**src/rtl/mult_div_pkg.sv**
```systemverilog
// rtl/mult_div_pkg.sv - shared types and constants for the iterative multiply/divide unit
package mult_div_pkg;

  localparam int MD_WIDTH = 32;
  localparam int MD_CNT_W = $clog2(MD_WIDTH);

  // Quotient reported for a divide by zero
  localparam logic [MD_WIDTH-1:0] MD_DIVZERO_Q = '1;

  typedef enum logic [2:0] {
    ST_IDLE,
    ST_MUL_RUN,
    ST_DIV_RUN,
    ST_FIX,
    ST_DONE
  } md_state_e;

endpackage

```
**src/rtl/mult_div_if.sv**
```systemverilog
// rtl/mult_div_if.sv - start/operand/result bundle between control unit and multiply/divide unit
// master: control unit (drives mult_start, div_start, a, b)
// slave : mult_div_unit (drives hi_out, lo_out, mult_done, div_done, busy, div_zero)
interface mult_div_if
  import mult_div_pkg::*;
#(
  parameter int WIDTH = MD_WIDTH
);

  logic             mult_start;
  logic             div_start;
  logic [WIDTH-1:0] a;
  logic [WIDTH-1:0] b;
  logic [WIDTH-1:0] hi_out;
  logic [WIDTH-1:0] lo_out;
  logic             mult_done;
  logic             div_done;
  logic             busy;
  logic             div_zero;

  modport master (
    output mult_start, div_start, a, b,
    input  hi_out, lo_out, mult_done, div_done, busy, div_zero
  );

  modport slave (
    input  mult_start, div_start, a, b,
    output hi_out, lo_out, mult_done, div_done, busy, div_zero
  );

endinterface

```
**src/rtl/mult_div_sign_fix.sv**
```systemverilog
// rtl/mult_div_sign_fix.sv - conditional two's-complement negate of two lanes or one joined double-width value
// x_hi/x_lo  in : operand lanes
// join_wide  in : treat {x_hi,x_lo} as one 2*WIDTH value negated by neg_lo
// neg_hi     in : negate x_hi (independent lanes only)
// neg_lo     in : negate x_lo, or the joined value
// y_hi/y_lo  out: results
module mult_div_sign_fix
  import mult_div_pkg::*;
#(
  parameter int WIDTH = MD_WIDTH
) (
  input  logic [WIDTH-1:0] x_hi,
  input  logic [WIDTH-1:0] x_lo,
  input  logic             join_wide,
  input  logic             neg_hi,
  input  logic             neg_lo,
  output logic [WIDTH-1:0] y_hi,
  output logic [WIDTH-1:0] y_lo
);

  logic [2*WIDTH-1:0] wide_neg;

  always_comb begin
    wide_neg = -{x_hi, x_lo};
    if (join_wide) begin
      {y_hi, y_lo} = neg_lo ? wide_neg : {x_hi, x_lo};
    end else begin
      y_hi = neg_hi ? -x_hi : x_hi;
      y_lo = neg_lo ? -x_lo : x_lo;
    end
  end

endmodule

```
**src/rtl/mult_div_unit.sv**
```systemverilog
// rtl/mult_div_unit.sv - iterative signed multiply/divide, one bit per cycle, optional MULT_DIV_DIVZERO_EN fast divide-by-zero
// clk   in : clock
// reset in : synchronous active-high reset
// md    slave modport of mult_div_if: starts and operands in; hi/lo, done pulses, busy, div_zero out
module mult_div_unit
  import mult_div_pkg::*;
#(
  parameter int WIDTH = MD_WIDTH
) (
  input logic      clk,
  input logic      reset,
  mult_div_if.slave md
);

  localparam int CNT_W = (WIDTH == MD_WIDTH) ? MD_CNT_W : $clog2(WIDTH);
  localparam logic [CNT_W-1:0] LAST = CNT_W'(WIDTH - 1);

  md_state_e          state;
  logic [CNT_W-1:0]   cnt;
  logic               op_div;
  logic               sign_a;
  logic               sign_b;
  logic               b_zero;
  // mult: {partial high, remaining multiplier}; div: {remainder, dividend/quotient}
  logic [2*WIDTH-1:0] acc;
  logic [WIDTH-1:0]   opb;
  logic [WIDTH-1:0]   a_raw;
  logic [WIDTH-1:0]   hi_r;
  logic [WIDTH-1:0]   lo_r;

  logic [WIDTH-1:0]   abs_a;
  logic [WIDTH-1:0]   abs_b;
  logic [WIDTH-1:0]   fix_hi;
  logic [WIDTH-1:0]   fix_lo;
  logic [WIDTH:0]     mul_sum;
  logic [WIDTH:0]     rem_sh;
  logic [WIDTH:0]     div_diff;

  mult_div_sign_fix #(.WIDTH(WIDTH)) u_abs (
    .x_hi      (md.a),
    .x_lo      (md.b),
    .join_wide (1'b0),
    .neg_hi    (md.a[WIDTH-1]),
    .neg_lo    (md.b[WIDTH-1]),
    .y_hi      (abs_a),
    .y_lo      (abs_b)
  );

  // Remainder follows the dividend; quotient and product follow sign(a)^sign(b)
  mult_div_sign_fix #(.WIDTH(WIDTH)) u_fix (
    .x_hi      (acc[2*WIDTH-1:WIDTH]),
    .x_lo      (acc[WIDTH-1:0]),
    .join_wide (~op_div),
    .neg_hi    (sign_a),
    .neg_lo    (sign_a ^ sign_b),
    .y_hi      (fix_hi),
    .y_lo      (fix_lo)
  );

  assign mul_sum  = {1'b0, acc[2*WIDTH-1:WIDTH]} + (acc[0] ? {1'b0, opb} : '0);
  assign rem_sh   = {acc[2*WIDTH-1:WIDTH], acc[WIDTH-1]};
  assign div_diff = rem_sh - {1'b0, opb};

  always_ff @(posedge clk) begin
    if (reset) begin
      state  <= ST_IDLE;
      cnt    <= '0;
      op_div <= 1'b0;
      sign_a <= 1'b0;
      sign_b <= 1'b0;
      b_zero <= 1'b0;
      acc    <= '0;
      opb    <= '0;
      a_raw  <= '0;
      hi_r   <= '0;
      lo_r   <= '0;
    end else begin
      case (state)
        ST_IDLE: begin
          if (md.mult_start || md.div_start) begin
            acc    <= {{WIDTH{1'b0}}, abs_a};
            opb    <= abs_b;
            a_raw  <= md.a;
            sign_a <= md.a[WIDTH-1];
            sign_b <= md.b[WIDTH-1];
            b_zero <= (md.b == '0);
            cnt    <= '0;
            op_div <= ~md.mult_start;
            if (md.mult_start) begin
              state <= ST_MUL_RUN;
            end else begin
`ifdef MULT_DIV_DIVZERO_EN
              state <= (md.b == '0) ? ST_FIX : ST_DIV_RUN;
`else
              state <= ST_DIV_RUN;
`endif
            end
          end
        end
        ST_MUL_RUN: begin
          acc <= {mul_sum, acc[WIDTH-1:1]};
          cnt <= cnt + CNT_W'(1);
          if (cnt == LAST) state <= ST_FIX;
        end
        ST_DIV_RUN: begin
          // Borrow out of the trial subtract means the divisor did not fit: restore
          if (!div_diff[WIDTH]) acc <= {div_diff[WIDTH-1:0], acc[WIDTH-2:0], 1'b1};
          else                  acc <= {rem_sh[WIDTH-1:0], acc[WIDTH-2:0], 1'b0};
          cnt <= cnt + CNT_W'(1);
          if (cnt == LAST) state <= ST_FIX;
        end
        ST_FIX: begin
          if (op_div && b_zero) begin
            hi_r <= a_raw;
            lo_r <= WIDTH'($signed(MD_DIVZERO_Q));
          end else begin
            hi_r <= fix_hi;
            lo_r <= fix_lo;
          end
          state <= ST_DONE;
        end
        ST_DONE: state <= ST_IDLE;
        default: state <= ST_IDLE;
      endcase
    end
  end

  assign md.hi_out    = hi_r;
  assign md.lo_out    = lo_r;
  assign md.busy      = (state != ST_IDLE);
  assign md.mult_done = (state == ST_DONE) && !op_div;
  assign md.div_done  = (state == ST_DONE) && op_div;
`ifdef MULT_DIV_DIVZERO_EN
  assign md.div_zero  = (state == ST_DONE) && op_div && b_zero;
`else
  assign md.div_zero  = 1'b0;
`endif

endmodule

```
**src/flat_wrapper.sv**
```systemverilog
// flat-port wrapper written by rule: the top's interface ports become plain ports
module mult_div_unit_flat import mult_div_pkg::*;
#(
  parameter int WIDTH = MD_WIDTH
)
  (clk, reset, md_mult_start, md_div_start, md_a, md_b, md_hi_out, md_lo_out, md_mult_done, md_div_done, md_busy, md_div_zero);
  mult_div_if #(.WIDTH(WIDTH)) md_i ();
  input logic clk;
  input logic reset;
  input wire logic [$bits(md_i.mult_start)-1:0] md_mult_start;
  input wire logic [$bits(md_i.div_start)-1:0] md_div_start;
  input wire logic [$bits(md_i.a)-1:0] md_a;
  input wire logic [$bits(md_i.b)-1:0] md_b;
  output wire logic [$bits(md_i.hi_out)-1:0] md_hi_out;
  output wire logic [$bits(md_i.lo_out)-1:0] md_lo_out;
  output wire logic [$bits(md_i.mult_done)-1:0] md_mult_done;
  output wire logic [$bits(md_i.div_done)-1:0] md_div_done;
  output wire logic [$bits(md_i.busy)-1:0] md_busy;
  output wire logic [$bits(md_i.div_zero)-1:0] md_div_zero;
  assign md_i.mult_start = md_mult_start;
  assign md_i.div_start = md_div_start;
  assign md_i.a = md_a;
  assign md_i.b = md_b;
  assign md_hi_out = md_i.hi_out;
  assign md_lo_out = md_i.lo_out;
  assign md_mult_done = md_i.mult_done;
  assign md_div_done = md_i.div_done;
  assign md_busy = md_i.busy;
  assign md_div_zero = md_i.div_zero;
  mult_div_unit #(.WIDTH(WIDTH)) u_core (.clk(clk), .reset(reset), .md(md_i));
endmodule
```
**config.mk**
```make
export PLATFORM = sky130hd
export DESIGN_NAME = mult_div_unit_flat
export DESIGN_NICKNAME = d
export VERILOG_FILES = /design/src/rtl/mult_div_pkg.sv /design/src/rtl/mult_div_if.sv /design/src/rtl/mult_div_sign_fix.sv /design/src/rtl/mult_div_unit.sv /design/src/flat_wrapper.sv
export SDC_FILE = /design/constraint.sdc
export NUM_CORES = 1
export LEC_CHECK = 0
export ABC_AREA = 0
export CAP_MARGIN = 10
export CORE_ASPECT_RATIO = 0.8
export CORE_MARGIN = 2
export CORE_UTILIZATION = 35
export DETAILED_ROUTE_END_ITERATION = 8
export GPL_TIMING_DRIVEN = 0
export PLACE_DENSITY_LB_ADDON = 0.08
export SLEW_MARGIN = 20
export SYNTH_ARGS = -nofsm -noshare
export SYNTH_HDL_FRONTEND = slang
export SYNTH_SLANG_ARGS = --single-unit
export TNS_END_PERCENT = 20
```
**constraint.sdc**
```tcl
create_clock -name clk -period 5.87 [get_ports clk]
set_input_delay 1.761 -clock clk [delete_from_list [all_inputs] [get_ports clk]]
set_output_delay 1.761 -clock clk [all_outputs]
set_load 0.05 [all_outputs]
```
Yosys cells after proc, flatten, opt, wreduce, memory -nomap -nowiden
Index checks and enable logic that the tools add are counted.
- input bits: 68
- flip-flop bits (word level): 204
- word-level logic and storage cells: 62
- output and inout bits: 68
- add/subtract/negate cells: 8
- bitwise operators: 2
- eq/ne operators: 7
- reduce and logical (&&, ||, !) cells: 15
- muxes and demuxes: 19
- operators by type and width (kind ; count):
    32-bit 2-to-1 mux ; 9
    64-bit 2-to-1 mux ; 3
    64-bit one-hot mux with 3 select lines ; 1
    32-bit negator ; 4
    64-bit negator ; 1
    32-bit by 33-bit adder with 33-bit output ; 1
    33-bit by 32-bit subtractor with 33-bit output ; 1
    32-bit zero test ; 1
    5-bit one-hot mux with 2 select lines ; 1
    3-bit one-hot mux with 3 select lines ; 1
    2-bit AND reduction ; 4
    3-bit by 2-bit == test with 1-bit output, second input constant ; 2
    3-bit 2-to-1 mux ; 2
    3-bit nonzero test ; 2
    5-bit by 1-bit adder with 5-bit output, second input constant ; 1
    5-bit == test, second input constant ; 1
    5-bit 2-to-1 mux ; 1
    2-bit by 1-bit inequality test with 1-bit output, second input constant ; 2
    3-bit by 1-bit == test with 1-bit output, second input constant ; 1
    3-bit == test, second input constant ; 1
    1-bit logical AND ; 3
    3-bit zero test ; 1
    2-bit 2-to-1 mux ; 1
    2-bit nonzero test ; 1
    other kinds (5) ; 5

Logic depth before layout (Yosys ltp)
- word-level depth: 4
- gate-level depth with buffers: 15
- gate-level depth less buffers: 13

By module
A second synthesis with hierarchy kept.
- cells, all modules: 2098
- area, all modules: 15448.6 um^2
- by module, submodules not included (module ; sequential area each (um^2) ; area each (um^2) ; times used ; cells each):
    mult_div_unit ; 4063.9 ; 12042.8 ; 1 ; 1578
    mult_div_sign_fix ; 0.0 ; 1702.9 ; 2 ; 260

Worst setup path after synthesis
OpenSTA, ideal clock, no wires.
- kind: input -> register
- start: input md_a[9]
- end: register u_core.acc[29]
- required time: 5.792 ns
- stages on the path: 10
- path buffers: 0
- library setup time: 0.078 ns
- path slack: 1.274 ns
- data arrival time: 4.518 ns
- cell sequence: or4_4 > or4_4 > or4_4 > nand2b_4 > or4_4 > or4_1 > nand2_1 > xnor2_1 > a21oi_1 > nor3_1
- word-level cells in the longest chain between the ends: 4
- RTL lines (what ; RTL line ; RTL):
    start: declaration ; flat_wrapper.sv:12 ; input wire logic [$bits(md_i.a)-1:0] md_a;
    32-bit negator ; mult_div_sign_fix.sv:28 ; y_hi = neg_hi ? -x_hi : x_hi;
    32-bit 2-to-1 mux ; mult_div_sign_fix.sv:28 ;
    64-bit 2-to-1 mux ; mult_div_unit.sv:80 ; if (md.mult_start || md.div_start) begin
    64-bit one-hot mux with 3 select lines ; mult_div_unit.sv:78 ; case (state)
    end signal: assignment ; mult_div_unit.sv:81 ; acc <= {{WIDTH{1'b0}}, abs_a};
    end signal: assignment ; mult_div_unit.sv:101 ; acc <= {mul_sum, acc[WIDTH-1:1]};
    end signal: assignment ; mult_div_unit.sv:107 ; if (!div_diff[WIDTH]) acc <= {div_diff[WIDTH-1:0], acc[WIDTH-2:0], 1'b1};
    end: declaration ; mult_div_unit.sv:25 ; logic [2*WIDTH-1:0] acc;
Every way passes these cells. The select of a mux whose other input is x is not followed.
A chain may end at the register's enable or synchronous reset.

Worst setup path in the final report
- start: register u_core.op_div
- end: output md_div_done
- word-level cells in the longest chain between the ends: 1
- RTL lines (what ; RTL line ; RTL):
    start: declaration ; mult_div_unit.sv:20 ; logic op_div;
    start signal: assignment ; mult_div_unit.sv:88 ; op_div <= ~md.mult_start;
    1-bit logical AND ; mult_div_unit.sv:132 ; assign md.div_done = (state == ST_DONE) && op_div;
    end: declaration ; flat_wrapper.sv:17 ; output wire logic [$bits(md_i.div_done)-1:0] md_div_done;
Every way passes these cells.

==> reports/qor.csv <==
stage,metric,value,unit
worst_setup_path,start_kind,flop,
flow_run,max_cap_violations,0,
clock_network,clk_pin_slew,0.06,ns
finish,register_area,4060,um2
worst_setup_path,criticalPathCategory,reg -> out,
placed_design,dp_slack,0.267,ns
placed_design,place_hpwl,54000,um
timing,fin_ws,0.302,ns
die,die_h,188,um
worst_hold_path,hp-start,u_core.opb[20]$_SDFFE_PP0P_,
yosys,yosysUniqueCellTypes,79,
worst_setup_path,worst-path-buf-inv,4,
worst_setup_path,cpLargestDelayFamily,buffers and inverters,
drt,firstDrtPassIters,6,
timing,post-route-min-period,5.57,ns
drt,routedWlPerCell,25.0,um
drt,wl,68500,um
timing,setup_violations,0,
finish,mostFrequentLayoutCell,nor2_1,
drt,drt_iter0_drc,1883,
clock_network,numCtsBuffers,24,
worst_hold_path,holdPathStages,2,
die,die-area,43900,um2
global_route,grt_usage,30.5,%
worst_setup_path,arrival,3.81,ns
worst_setup_path,timing.critical_path.slowest_cell_delay,0.82,ns
placed_design,dpl_cell_area,16800,um2
finish,utilization,42.3,%
global_route,antenna_found_initial,0,
clock_network,clockBufferDepth,3,
global_route,grt_pass1_vias,14700,
yosys,synth_ff_type,dfxtp_1,
worst_setup_path,reg2reg_slack,0.33,ns
clock_network,clock_latency,0.56,ns
finish,nets,2306,
die,start_util,35.4,%
clock_network,cts_max_level,1,
die,core_region_area,41700,um2
yosys,ys_seq_area_share,27.5,%
timing,worst_pin_slew,1.11,ns
placed_design,port_buffers,132,
worst_setup_path,regToRegStartpoint,u_core.acc[31]$_SDFFE_PP0P_,
timing,rsz0062_at_grt,no,
global_route,top_usage_layer,met1,
finish,drive_above_1_share,4.35,%
timing,hold_violations,0,
yosys,synth_edf_count,0,
timing,fin_crit_sh,94.9,%
clock_network,cts_root_buf,clkbuf_16,
worst_setup_path,rr_endpoint,u_core.acc[50]$_SDFFE_PP0P_,
placed_design,dp_cells,2692,
run_status,outcome,finished clean,
worst_setup_path,worstPathMaxFanout,10,
timing,relSlewSlack,25.2,%
drt,via_count,16200,
finish,instances_no_fill,2738,
placed_design,place.gp.congestion,0.958,
global_route,grt-ovfl-total,0,
clock_network,cts_hold_buf,0,
drt,drt.antenna.violating_nets,0,
worst_setup_path,crit_top_cell,clkbuf_1,
timing,slew_viol_final,0,
global_route,grt_use_met3,8.03,%
pwr,ir_worst_vdd,0.206,mV
yosys,synth_cells,2007,
pwr,power.density,323,nW/um2
clock_network,post_cts_buffers,0,
worst_hold_path,hold_end,u_core.opb[20]$_SDFFE_PP0P_,
yosys,syn_avg_cell_area,7.36,um2
worst_setup_path,r2r_cells,15,
worst_setup_path,end_kind,primary output,
finish,fill_cells,4443,
yosys,synth_seq_cells,203,
worst_setup_path,crit_path_cell_trace,clkbuf_1 > clkbuf_1 > clkbuf_1 > and3_1 > clkdlybuf4s50_1,
worst_setup_path,cp.required,4.11,ns
timing,fmax,180,MHz
die,die_w,234,um
global_route,use_met1,49.3,%
timing,finalClockSkew,0.0210,ns
die,rows,67,
pwr,p_leak,6.84,nW
global_route,grt_max_degree,15,
die,pin_count,136,
yosys,ys.warnings.count,0,
worst_setup_path,cp_slowest_cell,clkdlybuf4s50_1,
worst_hold_path,min_path_type,reg -> reg,
drt,drc,0,
yosys,synth_nets,2147,
timing,setup-tns-final,0,ns
finish,multi_input_area,9920,um2
global_route,gr-usage-met2,39.3,%
clock_network,cts_tree,yes,
yosys,async_flop_share,0,%
finish,fin_area,17700,um2
finish,area_delta_synth_final,19.5,%
clock_network,cts.repair.resized,0,
finish,layout_common_cells,"272 x nor2_1, 209 x nand2_1, 203 x dfxtp_1",
yosys,syn-cell-area,14800,um2
global_route,grt_first_pass_wirelength,99100,um
drt,drt-vias-per-instance,5.91,
clock_network,cts_sinks,203,
worst max path at each step:
stage,from,to,slack (ns),depth (start not counted)
after floorplan,md_a[9],u_core.acc[29]$_SDFFE_PP0P_,1.27,10
after global placement,md_div_start,u_core.acc[32]$_SDFFE_PP0P_,0.25,6
after detailed placement,u_core.acc[31]$_SDFFE_PP0P_,u_core.acc[50]$_SDFFE_PP0P_,0.27,15
after CTS,u_core.acc[31]$_SDFFE_PP0P_,u_core.acc[50]$_SDFFE_PP0P_,0.23,15
after global routing,u_core.acc[31]$_SDFFE_PP0P_,u_core.acc[50]$_SDFFE_PP0P_,0.16,15
final,u_core.op_div$_SDFFE_PP0P_,md_div_done,0.30,5
layer usage:
metal  vias up  wire (um)
met4         0        925
met1      7816      34800
met5         -          0
met3        56       7330
li1       7570          -
met2       749      25400
state kept, by name (all words and copies together), names as in the netlist:
register / count
u_core.cnt: 5
u_core.acc: 64
u_core.state: 3
u_core.sign_b: 1
u_core.md.hi_out: 32
u_core.md.lo_out: 32
u_core.b_zero: 1
u_core.op_div: 1
u_core.opb: 32
u_core.a_raw: 32
area by class of cell:
| cell class | count | share of cell area (%) |
|---|---|---|
| Multi-Input combinational cell | 1605 | 56.2 |
| Sequential cell | 203 | 23.0 |
| Timing Repair Buffer | 133 | 7.52 |
| Tap cell | 552 | 3.91 |
| Clock buffer | 30 | 3.82 |
| Buffer | 141 | 3.37 |
| Inverter | 58 | 1.23 |
| Clock inverter | 13 | 0.928 |
| Antenna cell | 3 | 0.0425 |
tightest hold or removal path, cell delays in order (launching register included):
cell	delay, ns
dfxtp_1	0.31
nand2_1	0.05
a21oi_1	0.05
logic make-up after synthesis:
family                     share of synthesized area, %
and+or+nand+nor                                    21.6
AOI/OAI and AO/OA                                  27.9
DFF                                                27.5
buffers and inverters                              5.50
xor gates and xnor gates                           10.1
adders and majority gates                          6.20
muxes                                              1.18
other                                            0.0254
power by group:
group          internal [mW]  switching, mW
combinational          0.804           1.60
sequential              1.50          0.159
clock                  0.953          0.688
total                   3.26           2.44
Yosys cell counts, types with 30 or more instances:
library cell  count  area (um2)
a211oi_1         52         390
a21oi_1         177         886
a221oi_1         30         263
clkbuf_1        119         447
dfxtp_1         203        4060
ha_1             70         876
inv_1            57         214
nand2_1         209         785
nor2_1          273        1020
nor3_1           57         285
o21ai_0         132         661
o22ai_1          42         263
o31ai_1          32         240
xnor2_1          78         683
xor2_1           92         806
stage by stage:
stage	hold WS, ns	total power [mW]
2_1_floorplan	0.432	3.14
3_3_place_gp	0.443	3.99
3_5_place_dp	0.443	3.99
4_1_cts	0.456	5.63
5_1_grt	0.469	5.95
6_report	0.455	5.70
Note: power is estimated with default switching activity, not from simulation.
